$ cat config.mk
export PLATFORM = sky130hd
export DESIGN_NAME = frame_pose_scorer
export DESIGN_NICKNAME = d
export VERILOG_FILES = /design/src/rtl/frame_pose_scorer.sv
export SDC_FILE = /design/constraint.sdc
export NUM_CORES = 1
export LEC_CHECK = 0
export ABC_AREA = 1
export CAP_MARGIN = 30
export CORE_MARGIN = 2
export CORE_UTILIZATION = 35
export DETAILED_ROUTE_END_ITERATION = 12
export GPL_TIMING_DRIVEN = 1
export PLACE_DENSITY = 0.59
export SYNTH_ARGS = -nofsm -noshare
export SYNTH_HDL_FRONTEND = slang
export SYNTH_SLANG_ARGS = --single-unit
$ cat constraint.sdc
create_clock -name clk_in -period 10.1 [get_ports clk_in]
set_input_delay 2.02 -clock clk_in [delete_from_list [all_inputs] [get_ports clk_in]]
set_output_delay 2.02 -clock clk_in [all_outputs]
set_load 0.02 [all_outputs]
$ cat src/rtl/frame_pose_scorer.sv
// Per-frame pose grader: accumulates shifted skeleton distances, grades the mean
// error iteratively into SCORE_LEVELS bins, and offers the grade on valid/ready. Optional BEST_SCORE_EN.
module frame_pose_scorer #(
    parameter int HRES         = 320,
    parameter int VRES         = 180,
    parameter int DIST_WIDTH   = 5,
    parameter int SHIFT        = 2,
    parameter int SCORE_LEVELS = 8,
    localparam int GW          = $clog2(SCORE_LEVELS),
    localparam int CNT_W       = $clog2(HRES*VRES+1)
) (
    input  logic                  clk_in,
    input  logic                  rst_in,
    input  logic                  frame_start_in,
    input  logic                  valid_in,
    input  logic                  skeleton_bit_in,
    input  logic [DIST_WIDTH-1:0] pixel_distance_in,
    input  logic                  is_last_pixel_in,
    input  logic                  score_ready_in,
    output logic                  score_valid_out,
    output logic [GW-1:0]         score_out,
    output logic [CNT_W-1:0]      skel_count_out,
    output logic                  busy_out
`ifdef BEST_SCORE_EN
    ,
    output logic [GW-1:0]         best_score_out,
    output logic                  best_valid_out
`endif
);

    localparam int ACC_W  = CNT_W + DIST_WIDTH;
    localparam int PROD_W = ACC_W + GW + DIST_WIDTH;
    localparam int MAXP   = ((2**DIST_WIDTH) - 1) >> SHIFT;
    localparam int NPIX   = HRES * VRES;

    localparam logic [1:0] S_IDLE  = 2'd0;
    localparam logic [1:0] S_ACCUM = 2'd1;
    localparam logic [1:0] S_GRADE = 2'd2;
    localparam logic [1:0] S_OUT   = 2'd3;

    logic [1:0]       state_q, state_d;
    logic [ACC_W-1:0] sum_q, sum_d;
    logic [CNT_W-1:0] count_q, count_d;
    logic [GW-1:0]    k_q, k_d;
    logic [GW-1:0]    score_q, score_d;
    logic [CNT_W-1:0] skel_q, skel_d;
    logic             valid_q, valid_d;

    logic [PROD_W-1:0] lhs, rhs;
    logic [GW-1:0]     grade;
    logic              open_frame, take_pixel, resolve, handshake;

    always_comb begin
        // Compare sum*SCORE_LEVELS against count*MAXP*(k+1) at full product width.
        lhs = PROD_W'(sum_q) << GW;
        rhs = PROD_W'(count_q) * PROD_W'(MAXP) * (PROD_W'(k_q) + PROD_W'(1));

        resolve = (MAXP == 0) || (count_q == '0) || (lhs < rhs) ||
                  (k_q == GW'(SCORE_LEVELS - 1));
        if (MAXP == 0)
            grade = '0;
        else if (count_q == '0)
            grade = GW'(SCORE_LEVELS - 1);
        else
            grade = k_q;

        open_frame = frame_start_in && ((state_q == S_IDLE) || (state_q == S_ACCUM));
        take_pixel = valid_in && ((state_q == S_ACCUM) || open_frame);
        handshake  = (state_q == S_OUT) && valid_q && score_ready_in;
    end

    always_comb begin
        state_d = state_q;
        sum_d   = sum_q;
        count_d = count_q;
        k_d     = k_q;
        score_d = score_q;
        skel_d  = skel_q;
        valid_d = valid_q;

        // A start in IDLE or ACCUM opens a fresh frame; its own pixel is the first one.
        if (open_frame) begin
            state_d = S_ACCUM;
            sum_d   = '0;
            count_d = '0;
        end
        if (take_pixel && skeleton_bit_in) begin
            sum_d = sum_d + ACC_W'(pixel_distance_in >> SHIFT);
            if (count_d != CNT_W'(NPIX))
                count_d = count_d + CNT_W'(1);
        end
        if (take_pixel && is_last_pixel_in) begin
            state_d = S_GRADE;
            k_d     = '0;
        end

        case (state_q)
            S_GRADE: begin
                if (resolve) begin
                    score_d = grade;
                    skel_d  = count_q;
                    valid_d = 1'b1;
                    state_d = S_OUT;
                end else begin
                    k_d = k_q + GW'(1);
                end
            end
            S_OUT: begin
                if (handshake) begin
                    valid_d = 1'b0;
                    sum_d   = '0;
                    count_d = '0;
                    state_d = S_IDLE;
                end
            end
            default: ;
        endcase
    end

    always_ff @(posedge clk_in or posedge rst_in) begin
        if (rst_in) begin
            state_q <= S_IDLE;
            sum_q   <= '0;
            count_q <= '0;
            k_q     <= '0;
            score_q <= '0;
            skel_q  <= '0;
            valid_q <= 1'b0;
        end else begin
            state_q <= state_d;
            sum_q   <= sum_d;
            count_q <= count_d;
            k_q     <= k_d;
            score_q <= score_d;
            skel_q  <= skel_d;
            valid_q <= valid_d;
        end
    end

    assign score_valid_out = valid_q;
    assign score_out       = score_q;
    assign skel_count_out  = skel_q;
    assign busy_out        = (state_q != S_IDLE);

`ifdef BEST_SCORE_EN
    logic [GW-1:0] best_q, best_d;
    logic          best_vld_q, best_vld_d;

    always_comb begin
        best_d     = best_q;
        best_vld_d = best_vld_q;
        if (handshake && (!best_vld_q || (score_q < best_q))) begin
            best_d     = score_q;
            best_vld_d = 1'b1;
        end
    end

    always_ff @(posedge clk_in or posedge rst_in) begin
        if (rst_in) begin
            best_q     <= '0;
            best_vld_q <= 1'b0;
        end else begin
            best_q     <= best_d;
            best_vld_q <= best_vld_d;
        end
    end

    assign best_score_out = best_q;
    assign best_valid_out = best_vld_q;
`endif

endmodule

# Word level (Yosys, flattened, before mapping)
# Cells that the tools add are included.
dict set report op_classes {
  mul 2
  reduce_logical 16
  n_addsub 4
  magnitude_cmp 1
  n_eq_ne 7
  mux 21
}
# operator n
set ops {}
lappend ops {{$mux W21} 4}
lappend ops {{$mux W16} 5}
lappend ops {{$lt A24 B23 Y1} 1}
lappend ops {{$mul A19 B4 Y23} 1}
lappend ops {{$add A21 B3 Y21} 1}
lappend ops {{$mul A16 B3 Y19 const B} 1}
lappend ops {{$add A16 B1 Y16 const B} 1}
lappend ops {{$logic_not A16 Y1} 1}
lappend ops {{$ne A16 B16 Y1 const B} 1}
lappend ops {{$mux W3} 4}
lappend ops {{$mux W2} 4}
lappend ops {{$logic_and A1 B1 Y1} 6}
lappend ops {{$add A3 B1 Y4 const B} 1}
lappend ops {{$eq A2 B2 Y1 const B} 2}
lappend ops {{$logic_or A1 B1 Y1} 4}
lappend ops {{$ne A2 B2 Y1 const B} 2}
lappend ops {{$pmux W2 S2} 1}
lappend ops {{$reduce_bool A2 Y1} 2}
lappend ops {{$add A3 B1 Y3 const B} 1}
lappend ops {{$eq A3 B3 Y1 const B} 1}
lappend ops {{$reduce_and A3 Y1} 1}
lappend ops {{$eq A2 B1 Y1 const B} 1}
lappend ops {{$logic_not A2 Y1} 1}
lappend ops {{$mux W1} 2}
lappend ops {{2 further kinds} 2}
dict set report totals {
  word_cells 58
  out_inout_bits 21
  input_bits 12
  reg_bits 62
}

# Logic depth before layout (Yosys ltp)
# Gate-level depths: netlist of run 1.
dict set report logic_depth {
  word_depth 9
  mapped_depth 35
  ltp_nobuf 34
}

# Worst setup path before layout of run 1
# No wires, ideal clock.
dict set report synth_path {
  path_type {register to register}
  startpoint {reg count_q[0]}
  endpoint {reg skel_q[5] (netlist: skel_count_out[5])}
  synth_period_minus_slack_ps 5951
  setup_slack_ps 4149
  arrival_ps 5834
  required_ps 9983
  stages_incl_launch_ff 33
  path_buffers 2
  setup_time_ps 117
  path_cell_list {dfrtp_1 -> fa_1 -> ha_1 -> inv_1 -> fa_1 -> nor3_1 -> nor2_1 -> o21ai_0 -> xnor2_1 -> nor2_1 -> fa_1 -> inv_1 -> fa_1 -> inv_1 -> ha_1 -> a21oi_1 -> a21boi_0 -> nand2_1 -> nand2_1 -> nand3_1 -> xnor2_1 -> ha_1 -> nand2_1 -> nor2_1 -> nand2_1 -> nor2_1 -> nand2_1 -> nand3_1 -> nand2_1 -> buf_4 -> buf_4 -> nand3_1 -> nand2_1}
}
dict set report synth_via {
  elab_chain_len 6
  elab_cells_between_ends 7
  classes_between {mul (2); order compare (1); reduce/logical (4)}
}
# item line_no
set synth_rtl {}
lappend synth_rtl {{from (decl)} 43} ;# logic [CNT_W-1:0] count_q, count_d;
lappend synth_rtl {{from (signal assigned)} 132} ;# count_q <= count_d;
lappend synth_rtl {{$mul A16 B3 Y19} 56} ;# rhs = PROD_W'(count_q) * PROD_W'(MAXP) * (PROD_W'(k_q) + PROD_W'(1));
lappend synth_rtl {{$mul A19 B4 Y23} 56}
lappend synth_rtl {{$lt A24 B23 Y1} 58} ;# resolve = (MAXP == 0) || (count_q == '0) || (lhs < rhs) ||
lappend synth_rtl {{$logic_or A1 B1 Y1 * (2 in series)} 58}
lappend synth_rtl {{$reduce_and A2 Y1 (no source line) *} --}
lappend synth_rtl {{to (signal assigned)} 135} ;# skel_q <= skel_d;
lappend synth_rtl {{to (decl)} 46} ;# logic [CNT_W-1:0] skel_q, skel_d;
# Every way passes the cells marked *; elsewhere a longest branch is shown, timed or not.
# A chain may end at the register's enable or synchronous reset.

# Final worst setup path of run 1
dict set report layout_path {
  startpoint {reg count_q[0]}
  endpoint {reg skel_q[2] (netlist: skel_count_out[2])}
}
# Same word-level chain as after synthesis.

==> results_dict.tcl, run 1 <==
set metrics [dict create \
    finalSetupTns_ns 0 \
    worstPathRequired_ns 10.32 \
    synthSimpleGateAreaFrac 0.327 \
    crit_fanout 21 \
    drtIter0Drc 452 \
    cts_buffers 9 \
    rows 55 \
    synth_top_cells_by_area "dfrtp_1, nand2_1, fa_1, ha_1, inv_1" \
    drive_gt1_frac 0.0461 \
    wl_mm 20.6 \
    cp-end-kind "register" \
    rsz0062_at_grt "no" \
    synth.mux.area_fraction 0 \
    finalSetupViolations 0 \
    min_period_over_period 0.783 \
    hold_class "reg2reg" \
    fin_crit_ns 7.90 \
    yosysWarnings 0 \
    synth_edf_count 0 \
    seq_area_frac_synth 0.194 \
    startpoint_type "register" \
    hold_viol_final 0 \
    vias_per_cell 4.99 \
    worstSkewPairLatency_ns 0.35 \
    post_cts_buffers 0 \
    synth.largest_area_cell "dfrtp_1" \
    antenna_found_initial 0 \
    io-pin-count 33 \
    grtUsageTotal 0.183 \
    fillCellCount 2370 \
    drv_cap 0 \
    slowest_delay_ns 0.73 \
    relSlewSlack 0.423 \
    ant_nets 0 \
    die-area_sq_um 24100 \
    clockRootBuffer "clkbuf_16" \
    status "finished clean" \
    synth_top_area_share 0.194 \
    start_util 0.355 \
    place_congestion 0.849 \
    die_width_um 155 \
    cts_tree "yes" \
    crit_path_frequent_cell "nand2_1" \
    synth_top_family_by_area "simple AND/OR/NAND/NOR gates" \
    synthCells 1168 \
    num_vias 7371 \
    drc 0 \
    first_pass_iters 5 \
    antenna_cells 0 \
    cts_hold_buf 0 \
    grt_pass1_vias 7321 \
    post_drt_wl_per_cell_um 13.9 \
    ys_types 40 \
    final_nets 1331 \
    cts_resized 0 \
    synth-xor-area-share 0.0373 \
    syn_area_per_cell_sq_um 6.84 \
    maxSlewViolCount 0 \
    syn2layout_area_growth_pct 10.1 \
    core_sq_um 22500 \
    synth_area_sq_um 7990 \
    synth-adder-area-share 0.253 \
    worst_pin_slew_ns 0.864 \
    synthTopCellsByCount "nand2_1, inv_1, nor2_1, ha_1, nand3_1" \
    grt_max_degree 63 \
    clock_skew_ns 0.0128 \
    synth_compound_area_frac 0.0856 \
    async_flop_share 1.00 \
    synth-main-ff-cell "dfrtp_1" \
    path_class "reg2reg" \
    cp_slowest_cell "nand2_1" \
    syn_nets 1311 \
    clk_pin_slew_ns 0.06 \
    ctsLongestPathBuffers 2 \
    synth_seq_cells 62 \
    chipHeight_um 155 \
    grt_first_pass_wirelength_mm 35.5 \
    hpwl_mm 16.5 \
    clkSinkCount 62 \
    numPortBuffers 30 \
    gr-total-overflow 0 \
    arrival_ns 8.13 \
    synth_most_common_cell "nand2_1" \
    cts_max_level 3 \
    max_freq_mhz 127 \
]
## placed cells by master, fill, tap and decap left out, types with 8 or more instances in the layout
master and count:
clkdlybuf4s50_1 30, clkbuf_16 9, inv_1 173, nor3_1 18
xor2_1 15, a21oi_1 63, inv_2 9, fa_1 51
nand3b_1 9, ha_1 80, o21ai_0 47, xnor2_1 19
nor2_1 164, nand3_1 70, nand2_1 292, dfrtp_1 62
nor2_2 8, nand4_1 18
## per-stage QoR
step | setup slack [ns] | cells | utilization | cell area, sq um | hold WS (ns)
2_1_floorplan | 4.15 | 1168 | - | 7990 | 0.495
4_1_cts | 2.13 | 1477 | 0.391 | 8800 | 0.471
3_3_place_gp | 2.24 | 1462 | 0.379 | 8540 | 0.455
6_report | 2.20 | 1477 | 0.391 | 8800 | 0.469
3_5_place_dp | 2.17 | 1462 | 0.379 | 8540 | 0.458
5_1_grt | 1.57 | 1477 | 0.391 | 8800 | 0.500
## final timing paths
kind	depth (start not counted)	from	slack (ns)	endpoint
hold reg to reg	2	skel_count_out[4]	0.47	skel_count_out[4]
setup / recovery	29	count_q[0]	2.20	skel_count_out[2]
hold / removal	2	skel_count_out[4]	0.47	skel_count_out[4]
setup reg to reg	29	count_q[0]	2.20	skel_count_out[2]
max in group asynchronous	3	rst_in	7.29	skel_count_out[10]
min in group asynchronous	3	rst_in	2.23	state_q[1]
## metal layers
layer,vias up,routed length [um],part of all wire,track usage
li1,3737,-,-,-
met1,3462,10500,0.51,0.267
met2,146,9000,0.44,0.283
met3,26,692,0.034,0.0209
met4,0,353,0.017,0.0551
met5,-,0,0,0
## state kept, by name, summed over array words and instances, names as in the netlist
signal	flops
score_out	3
k_q	3
count_q	16
score_valid_out	1
state_q	2
skel_count_out	16
sum_q	21
## layout make-up
type	count	area (sq um)	area share
timing repair buffer	33	323	0.0367
tap	285	357	0.0405
multi-input combinational	900	5620	0.639
sequential	62	1550	0.176
clock buffer	12	246	0.0280
clock inverter	3	21.3	0.00242
inverter	182	683	0.0776
## worst max-delay path: cells and delay by family, from the launching register on
kind            cells  cell delay (ns)
fa+ha+maj           7             2.98
xor+xnor            2             0.56
buf+inv             3             0.20
flops               1             0.51
compound gates      5             0.92
simple gates       12             2.61
## cell families (layout without fill, tap and decap cells)
group / count (synthesis) / after routing
xor+xnor: 34 / 34
buf+inv: 206 / 230
simple gates: 606 / 606
compound gates: 129 / 129
flops: 62 / 62
fa+ha+maj: 131 / 131
Power of run 1 is left out: the tool's default activity adds up to more than one toggle a clock period on the data nets, which glitch-free logic cannot reach.
==> run 2, diff against run 1 <==
Settings changed: PLACE_DENSITY 0.59 to 0.61.
Clock period 10.1 ns to 6.6 ns, I/O delays scaled along.
==> results_dict.tcl, run 2 (synthesis gave the netlist of run 1 again) <==
set metrics [dict create \
    max_freq_mhz 161 \
    arrival_ns 6.50 \
    grtUsageTotal 0.180 \
    hp-start "skel_count_out[2]" \
    worstPathRequired_ns 6.87 \
    drv_cap 0 \
    crit_fanout 19 \
    clkSinkCount 62 \
    path_class "reg2reg" \
    status "finished clean" \
    final_cell_mix "nand2_1, inv_1, nor2_1" \
    relSlewSlack 0.413 \
    slowest_delay_ns 0.57 \
    grt_first_pass_wirelength_mm 35.4 \
    grt_max_degree 63 \
    vias_per_cell 5.00 \
    post_drt_wl_per_cell_um 14.0 \
    fillCellCount 2364 \
    largest_reg_flops 21 \
    drtIter0Drc 485 \
    numPortBuffers 30 \
    cts_max_level 3 \
    num_vias 7519 \
    crit_path_frequent_cell "nand2_1" \
    antenna_found_initial 0 \
    gr-total-overflow 0 \
    clockRootBuffer "clkbuf_16" \
    final_util 0.415 \
    syn2layout_area_growth_pct 16.7 \
    reg2reg_depth 30 \
    rows 55 \
    final_common_cell "nand2_1" \
    io-pin-count 33 \
    hold_class "reg2reg" \
    die_width_um 155 \
    start_util 0.355 \
    clock_skew_ns 0.00801 \
    hpwl_mm 16.9 \
    finalSetupTns_ns 0 \
    drive_gt1_frac 0.114 \
    crit_start "count_q[8]" \
    chipHeight_um 155 \
    fin_crit_ns 6.23 \
    die-area_sq_um 24100 \
    maxSlewViolCount 0 \
    worst_pin_slew_ns 0.880 \
    cts_hold_buf 0 \
    final_nets 1358 \
    rsz0062_at_grt "yes" \
    ctsLongestPathBuffers 2 \
    antenna_cells 0 \
    min_period_over_period 0.944 \
    startpoint_type "register" \
    top_register "sum_q" \
    finalSetupViolations 0 \
    grt_pass1_vias 7184 \
    clk_pin_slew_ns 0.06 \
    wl_mm 21.1 \
    drc 0 \
    first_pass_iters 5 \
    hold_depth 2 \
    cts_tree "yes" \
    cts_buffers 9 \
    hold_viol_final 0 \
    worstSkewPairLatency_ns 0.34 \
    place_congestion 0.932 \
    r2r-start "count_q[8]" \
    finalHoldWorstSlack_ns 0.467 \
    cp-end-kind "register" \
    cp_slowest_cell "fa_1" \
    core_sq_um 22500 \
    ant_nets 0 \
]
-- run 2: area by class of cell --
cell class                      instances  area (sq um)  area share
Clock buffer                            9           225      0.0241
Clock inverter                          7          73.8     0.00791
Inverter                              182           683      0.0732
Multi-Input combinational cell        900          5890       0.631
Sequential cell                        62          1570       0.168
Tap cell                              285           357      0.0382
Timing Repair Buffer                   60           538      0.0577
-- run 2: per-stage QoR --
stage                     cells  area [sq um]  setup WS, ns
after floorplan            1168          7990         0.649
after global placement     1486          8730       -0.0124
after detailed placement   1486          8730       -0.0549
after CTS                  1502          9030        0.0244
after global routing       1505          9330      -0.00589
final                      1505          9330         0.373
-- run 2: critical path: cells and delay by family, from the launching register on --
| family | cells | cell delay [ns] |
|---|---|---|
| AND/OR/NAND/NOR | 13 | 1.41 |
| flip-flops | 1 | 0.48 |
| adder cells (fa/ha/maj) | 6 | 2.66 |
| buffers and inverters | 5 | 0.50 |
| XOR/XNOR | 2 | 0.47 |
| AO/OA/AOI/OAI | 4 | 0.64 |
-- run 2: routing by layer --
metal | GRT usage | wire length (um) | share of wire | vias to the layer above
li1 | - | - | - | 3778
met1 | 0.262 | 10500 | 0.50 | 3576
met2 | 0.289 | 9590 | 0.45 | 150
met3 | 0.0203 | 793 | 0.038 | 15
met4 | 0.0384 | 231 | 0.011 | 0
met5 | 0 | 0 | 0 | -
-- run 2: path summary, 6_finish.rpt --
path | endpoint | slack [ns]
worst min register to register | skel_count_out[2] | 0.47
min in group asynchronous | count_q[15] | 1.55
worst min-delay path | skel_count_out[2] | 0.47
max in group asynchronous | count_q[1] | 4.47
worst max-delay path | skel_count_out[12] | 0.37
worst max register to register | skel_count_out[12] | 0.37
-- run 2: what timing repair did --
item / in CTS / in global routing
setup buffers: 0 / 3
pin swaps: 0 / 7
setup endpoints to repair: 21 / 24
resized for setup: 3 / 63
Power of run 2 is left out for the same reason.
==> run 3, diff against run 2 <==
Settings changed: PLACE_DENSITY 0.61 to 0.59, SLEW_MARGIN from default to 5.
Clock period 6.6 ns to 6.8 ns, I/O delays scaled along.
==> results_dict.tcl, run 3 (synthesis gave the netlist of run 1 again) <==
set metrics [dict create \
    slowest_delay_ns 0.54 \
    relSlewSlack 0.441 \
    max_freq_mhz 158 \
    gr-total-overflow 0 \
    die_width_um 155 \
    largest_reg_flops 21 \
    regArea_sq_um 1560 \
    fin_crit_ns 6.35 \
    grt_first_pass_wirelength_mm 35.6 \
    drive_gt1_frac 0.0816 \
    io-pin-count 33 \
    die-area_sq_um 24100 \
    clk_pin_slew_ns 0.06 \
    grt_max_degree 63 \
    start_util 0.355 \
    arrival_ns 6.52 \
    grt_pass1_vias 7093 \
    final_nets 1351 \
    path_class "reg2reg" \
    multi_input_area_sq_um 5700 \
    chipHeight_um 155 \
    hold_class "reg2reg" \
    fin_cells 1498 \
    syn2layout_area_growth_pct 14.1 \
    clock_skew_ns 0.00790 \
    grtUsageTotal 0.183 \
    final_cell_mix "nand2_1, inv_1, nor2_1" \
    worstSkewPairLatency_ns 0.34 \
    wl_mm 21.0 \
    drtIter0Drc 382 \
    ctsLongestPathBuffers 2 \
    fillCellCount 2394 \
    clockRootBuffer "clkbuf_16" \
    core_sq_um 22500 \
    maxSlewViolCount 0 \
    crit_path_frequent_cell "nand2_1" \
    drv_cap 0 \
    num_vias 7481 \
    place_inst 1481 \
    final_common_cell "nand2_1" \
    drc 0 \
    finalHoldWorstSlack_ns 0.472 \
    worst_pin_slew_ns 0.837 \
    antenna_found_initial 0 \
    rows 55 \
    ant_nets 0 \
    antenna_cells 0 \
    top_register "sum_q" \
    cp_slowest_cell "fa_1" \
    startpoint_type "register" \
    numPortBuffers 30 \
    worstPathRequired_ns 6.98 \
    final_util 0.405 \
    cts_buffers 9 \
    crit_fanout 5 \
    cp-end-kind "register" \
    cts_tree "yes" \
    post_drt_wl_per_cell_um 14.0 \
    finalSetupViolations 0 \
    vias_per_cell 4.99 \
    clkSinkCount 62 \
    hold_viol_final 0 \
    hpwl_mm 17.3 \
    status "finished clean" \
    min_period_over_period 0.934 \
    place_congestion 0.894 \
    cts_max_level 3 \
    first_pass_iters 5 \
]
-- run 3: cell types whose count changed in the layout (fill, tap and decap cells not counted), sizes merged --
| cell | delta |
|---|---|
| clkinv | -2 |
| clkinvlp | -1 |
| bufinv | +1 |
| buf | -7 |
| inv | +2 |
-- run 3: worst max-delay path, delay by kind of cell (launching register included) --
kind,cells,cell delay (ns)
compound gates,4,0.78
xor+xnor,1,0.24
fa+ha+maj,7,2.81
buf+inv,4,0.34
flops,1,0.47
simple gates,14,1.57
-- run 3: worst paths after layout --
check                              startpoint                  to  slack [ns]  depth (start not counted)
setup / recovery                   count_q[1]          state_q[0]        0.45                         30
hold / removal             skel_count_out[11]  skel_count_out[11]        0.47                          2
setup reg to reg                   count_q[1]          state_q[0]        0.45                         30
hold reg to reg            skel_count_out[11]  skel_count_out[11]        0.47                          2
max in group asynchronous              rst_in         count_q[12]        4.64                          3
min in group asynchronous              rst_in         count_q[15]        1.57                          3
-- run 3: final cells by class --
cell class / instances / area share
Clock buffer: 9 / 0.0247
Inverter: 182 / 0.0749
Clock inverter: 7 / 0.0114
Multi-Input combinational cell: 900 / 0.626
Sequential cell: 62 / 0.171
Tap cell: 285 / 0.0391
Timing Repair Buffer: 53 / 0.0533
-- run 3: routing by layer --
metal / global-route usage / wire (um) / vias up / part of all wire
li1: - / - / 3779 / -
met1: 0.276 / 10900 / 3532 / 0.52
met2: 0.283 / 9080 / 151 / 0.43
met3: 0.0145 / 771 / 19 / 0.037
met4: 0.0463 / 261 / 0 / 0.012
met5: 0 / 0 / - / 0
-- run 3: repair_timing --
item,CTS,global route
setup buffers,0,1
hold endpoints to repair,0,0
gates resized for setup,0,25
setup endpoints to repair,0,24
hold buffers,0,0
-- run 3: through the flow --
stage | setup TNS, ns | setup WS, ns | cell area, sq um
2_1_floorplan | 0 | 0.849 | 7990
3_3_place_gp | 0 | 0.139 | 8690
3_5_place_dp | 0 | 0.128 | 8690
4_1_cts | 0 | 0.110 | 9020
5_1_grt | -0.315 | -0.0328 | 9120
6_report | 0 | 0.452 | 9120
Power of run 3 is left out for the same reason.
